==> config.mk <==
export PLATFORM = sky130hd
export DESIGN_NAME = dm_wbuf
export DESIGN_NICKNAME = d
export VERILOG_FILES = /design/src/rtl/dm_wbuf.sv
export SDC_FILE = /design/constraint.sdc
export NUM_CORES = 1
export LEC_CHECK = 0
export CAP_MARGIN = 20
export CORE_MARGIN = 1
export CORE_UTILIZATION = 55
export CTS_CLUSTER_DIAMETER = 80
export DETAILED_ROUTE_END_ITERATION = 12
export GPL_ROUTABILITY_DRIVEN = 0
export PLACE_DENSITY = 0.8
export SLEW_MARGIN = 10
export SYNTH_ARGS = -nofsm -noshare
export SYNTH_HDL_FRONTEND = slang
export SYNTH_SLANG_ARGS = --single-unit
==> constraint.sdc <==
create_clock -name clk -period 10.4 [get_ports clk]
set_input_delay 2.6 -clock clk [delete_from_list [all_inputs] [get_ports clk]]
set_output_delay 2.6 -clock clk [all_outputs]
set_load 0.01 [all_outputs]
==> src/rtl/dm_wbuf.sv <==
// Data-memory store buffer: a circular FIFO of word stores that drains into dm
// when the port is free, with per-byte-lane store-to-load forwarding.
// Optional macro WBUF_MERGE_EN merges a store into the youngest entry on a word match.
`timescale 1ns/1ps

module dm_wbuf #(
    parameter int DEPTH = 4,
    parameter int AW    = 10
) (
    input  logic          clk,
    input  logic          rst,
    input  logic          st_valid,
    input  logic [31:0]   st_addr,
    input  logic [31:0]   st_data,
    input  logic [3:0]    st_be,
    output logic          st_ready,
    input  logic [31:0]   ld_addr,
    output logic [3:0]    ld_fwd_be,
    output logic [31:0]   ld_fwd_data,
    input  logic          dm_busy,
    output logic          dm_we,
    output logic [AW-1:0] dm_addr,
    output logic [31:0]   dm_wdata,
    output logic [3:0]    dm_be,
    output logic          empty
);

    localparam int PW = $clog2(DEPTH);
    localparam int CW = $clog2(DEPTH + 1);

    typedef logic [PW-1:0] ptr_t;

    ptr_t          head, tail, young;
    logic [CW-1:0] count;
    logic [AW-1:0] e_addr [DEPTH];
    logic [31:0]   e_data [DEPTH];
    logic [3:0]    e_be   [DEPTH];
    logic [DEPTH-1:0] e_valid;

    logic [AW-1:0] st_word, ld_word;
    logic          full, push, pop;
    logic          unused_addr_bits;

    assign st_word = st_addr[AW+1:2];
    assign ld_word = ld_addr[AW+1:2];
    assign unused_addr_bits = ^{st_addr[31:AW+2], st_addr[1:0], ld_addr[31:AW+2], ld_addr[1:0]};

    assign full  = (count == CW'(DEPTH));
    assign empty = (count == '0);
    assign young = tail - ptr_t'(1);

`ifdef WBUF_MERGE_EN
    logic young_hit, merge;

    // A full buffer can still take a store that lands on the youngest word.
    assign young_hit = e_valid[young] && (e_addr[young] == st_word);
    assign st_ready  = !full || young_hit;
    assign merge     = st_valid && young_hit && (st_be != 4'b0000) && !(pop && (young == head));
    assign push      = st_valid && st_ready && (st_be != 4'b0000) && !merge;
`else
    assign st_ready = !full;
    assign push     = st_valid && st_ready && (st_be != 4'b0000);
`endif

    // Drain side: head entry goes to dm whenever a load is not using the port.
    assign dm_we    = !empty && !dm_busy;
    assign pop      = dm_we;
    assign dm_addr  = empty ? '0 : e_addr[head];
    assign dm_wdata = empty ? '0 : e_data[head];
    assign dm_be    = empty ? '0 : e_be[head];

    // NOTE: every variable gets a default before the loop so no latch is inferred.
    always_comb begin
        ptr_t idx;
        idx         = '0;
        ld_fwd_be   = '0;
        ld_fwd_data = '0;
        // Walk oldest to youngest so the youngest matching entry wins each lane.
        for (int i = 0; i < DEPTH; i++) begin
            idx = head + ptr_t'(i);
            if (e_valid[idx] && (e_addr[idx] == ld_word)) begin
                for (int k = 0; k < 4; k++) begin
                    if (e_be[idx][k]) begin
                        ld_fwd_be[k]          = 1'b1;
                        ld_fwd_data[8*k +: 8] = e_data[idx][8*k +: 8];
                    end
                end
            end
        end
    end

    // NOTE: sequential state uses non-blocking assignments only.
    always_ff @(posedge clk or posedge rst) begin
        if (rst) begin
            head    <= '0;
            tail    <= '0;
            count   <= '0;
            e_valid <= '0;
        end else begin
            if (push) begin
                tail           <= tail + ptr_t'(1);
                e_valid[tail]  <= 1'b1;
            end
            if (pop) begin
                head           <= head + ptr_t'(1);
                e_valid[head]  <= 1'b0;
            end
            case ({push, pop})
                2'b10:   count <= count + CW'(1);
                2'b01:   count <= count - CW'(1);
                default: count <= count;
            endcase
        end
    end

    // NOTE: entry payload is not reset; the valid bits alone decide what is live.
    always_ff @(posedge clk) begin
        if (push) begin
            e_addr[tail] <= st_word;
            e_data[tail] <= st_data;
            e_be[tail]   <= st_be;
        end
`ifdef WBUF_MERGE_EN
        if (merge) begin
            for (int k = 0; k < 4; k++) begin
                if (st_be[k]) e_data[young][8*k +: 8] <= st_data[8*k +: 8];
            end
            e_be[young] <= e_be[young] | st_be;
        end
`endif
    end

endmodule

==> metrics.yaml <==
outcome:
  status: "completed"
sta:
  rsz0062_at_grt: "false"
  clock_skew_ns: 0.009431
  finalSetupViolCount: 0
  whs_ns: 0.5459
  tightest_slew_ns: 1.155
  setup-tns-final_ns: 0
  slew_headroom: 0.2299
  min_period_over_period: 0.8889
  slew_violations: 0
  max_freq_ghz: 0.1082
  fin_crit_ns: 9.244
  final-hold-violation-count: 0
grt:
  antenna_found_initial: 0
  grt_pass1_wl_mm: 52.43
  grt_pass1_vias: 9123
  track_usage: 0.2883
  grt-ovfl-total: 0
  grt_start_max_net_pins: 160
route:
  wirelength_met1_mm: 12.84
  totalWireLength_mm: 33.92
  firstDrtPassIters: 5
  drc: 0
  wire_per_inst_um: 26.36
  wl_met3_mm: 3.216
  routed_via_density: 7.120
  routed.top_layer: "met4"
  drtIter0Drc: 814
  antenna_left: 0
  routed-via-count: 9164
  wl_met2_mm: 16.90
finish:
  final-seq-area_um2: 5808
  area_delta_synth_final_pct: 16.33
  drive_above_1_share: 0.2500
  multi_input_area_um2: 6967
  fin_nets: 1069
  diodes: 0
  fill_cells: 1636
synth:
  yosysSeqAreaShare: 0.4397
  synth_top_area_frac: 0.4188
  synth_most_common_cell: "edfxtp_1"
  yosysWarnings: 0
  synth_common_cells: "edfxtp_1 (184), mux4_2 (174), nor2b_1 (53)"
  synth-seq-cells: 195
  synth_edf_count: 184
  syn-mean-instance-area_um2: 15.39
  syn-cell-area_um2: 13190
  synthFlopType: "edfxtp_1"
  ys_types: 49
  yosys.area.top_type: "edfxtp_1"
  synth_nets: 971
  yosys-top-cells-area: "edfxtp_1 (42%), mux4_2 (30%), xnor2_1 (2.9%), nor2b_1 (2.5%), a2111oi_0 (2.1%)"
  synthArstFlopShare: 0.05641
  syn_inst: 857
floorplanning:
  rows: 56
  dieHeight_um: 156.9
  num_io_pins: 189
  dieArea_um2: 24610
  start_util: 0.5620
  die_x_um: 156.9
  coreArea_um2: 23470
pwr:
  power.share.sequential: 0.270
  power.switching_mw: 1.732
  swShare: 0.3826
  p_int_mw: 2.795
  p_clk_frac: 0.142
  ir_drop_uv: 457.5
  p_leak_nw: 4.639
  power.density_nw_per_um2: 295.0
  p_comb_frac: 0.587
clocking:
  cts_sinks: 195
  path_clk_slew_ns: 0.07
  clock_path_buffers: 2
  cts_hold_buf: 0
  post_cts_buffers: 0
  cts_resized: 0
  clockRootBuffer: "clkbuf_16"
  clock_latency_ns: 0.44
  cts_tree: "built"
  htreeDepth: 4
  cts_buffers: 17
setup_path:
  cp_max_fo: 9
  path_class: "in2out"
  r2r-start: "head[1]"
  critPathArrivalTime_ns: 6.64
  cp.required_ns: 7.80
  cp-start-kind: "input pin"
  endpoint_kind: "output port"
  crit_start: "ld_addr[5]"
min_path:
  hp-class: "reg2reg"
  hp-start: "count[2]"
place:
  io_buffers: 144
  dp_hpwl_mm: 21.31
flow_run:
  maxCapViolCount: 0
-- final cells by class --
type                    instances  share of cell area
flip-flops and latches        195              0.3784
clock buffers                  18             0.02796
clock inverters                14            0.008886
repair buffers                160              0.1026
inverters                       9            0.002201
well taps                     319             0.02601
multi-input cells             572              0.4539
-- per-layer routing --
layer  up-vias  track usage
li1       3891            -
met4         0       0.1172
met5         -            0
met3        73      0.04763
met1      4639       0.3910
met2       561       0.4665
-- worst max-delay path, stage by stage --
cell             delay, ns
clkdlybuf4s50_1       0.74
xnor2_1               0.17
a32oi_1               0.13
or4_1                 0.86
a2111oi_4             0.81
nand2_1               0.13
a311oi_1              0.54
clkdlybuf4s50_1       0.66
-- kinds of logic (layout without fill, tap and decap cells) --
family          count (synthesis)  in the layout  share of synthesized area
simple gates                  201            201                    0.08479
mux                           200            200                     0.3170
flops                         195            195                     0.4397
compound gates                105            105                    0.07616
buf+inv                        90            201                    0.03462
xor+xnor                       56             56                    0.03775
fa+ha+maj                      10             10                    0.01005
-- stage by stage --
| step | setup WS, ns | std cells | total power [mW] | cell area (um^2) | utilization |
|---|---|---|---|---|---|
| after floorplan | 3.135 | 857 | 3.205 | 13190 | - |
| after global placement | 1.305 | 1255 | 3.838 | 14780 | 0.6297 |
| after detailed placement | 1.254 | 1255 | 3.893 | 14780 | 0.6297 |
| after CTS | 1.238 | 1287 | 4.540 | 15350 | 0.6538 |
| after global routing | 1.091 | 1287 | 4.767 | 15350 | 0.6538 |
| final | 1.156 | 1287 | 4.527 | 15350 | 0.6538 |
-- state kept, by name, summed over array words and instances, names as in the netlist --
signal / count
e_addr: 40
e_valid: 4
head: 2
e_be: 16
tail: 2
count: 3
e_data: 128
-- power groups by stage --
stage | Sequential (mW) | Clock (mW) | Combinational [mW]
2_1_floorplan | 1.14 | 0 | 2.07
3_3_place_gp | 1.22 | 0 | 2.62
3_5_place_dp | 1.24 | 0 | 2.66
4_1_cts | 1.22 | 0.645 | 2.67
5_1_grt | 1.25 | 0.677 | 2.84
6_report | 1.22 | 0.645 | 2.66
-- cell usage in the layout, fill, tap and decap left out, drive strengths merged, types with 5 or more instances in the layout --
| master | netlist | routed |
|---|---|---|
| clkdlybuf4s50 | 0 | 144 |
| a2111oi | 36 | 36 |
| xnor2 | 44 | 44 |
| inv | 9 | 11 |
| dfrtp | 11 | 11 |
| nand3 | 6 | 6 |
| nor3 | 35 | 35 |
| buf | 48 | 16 |
| clkinv | 0 | 9 |
| xor2 | 12 | 12 |
| mux4 | 174 | 174 |
| nor2 | 5 | 5 |
| nand2 | 43 | 43 |
| nor2b | 53 | 53 |
| ha | 9 | 9 |
| clkbuf | 33 | 18 |
| edfxtp | 184 | 184 |
| a311oi | 32 | 32 |
| mux2i | 24 | 24 |
| nand4 | 41 | 41 |
-- worst paths after layout --
check	end	slack (ns)	depth (start not counted)
worst max-delay path	ld_fwd_data[31]	1.16	8
worst min-delay path	count[2]	0.55	1
worst max register to register	head[1]	7.38	5
worst min register to register	count[2]	0.55	1
max in group asynchronous	head[1]	7.61	2
min in group asynchronous	count[2]	2.46	2
(Power assumes the default switching activity.)
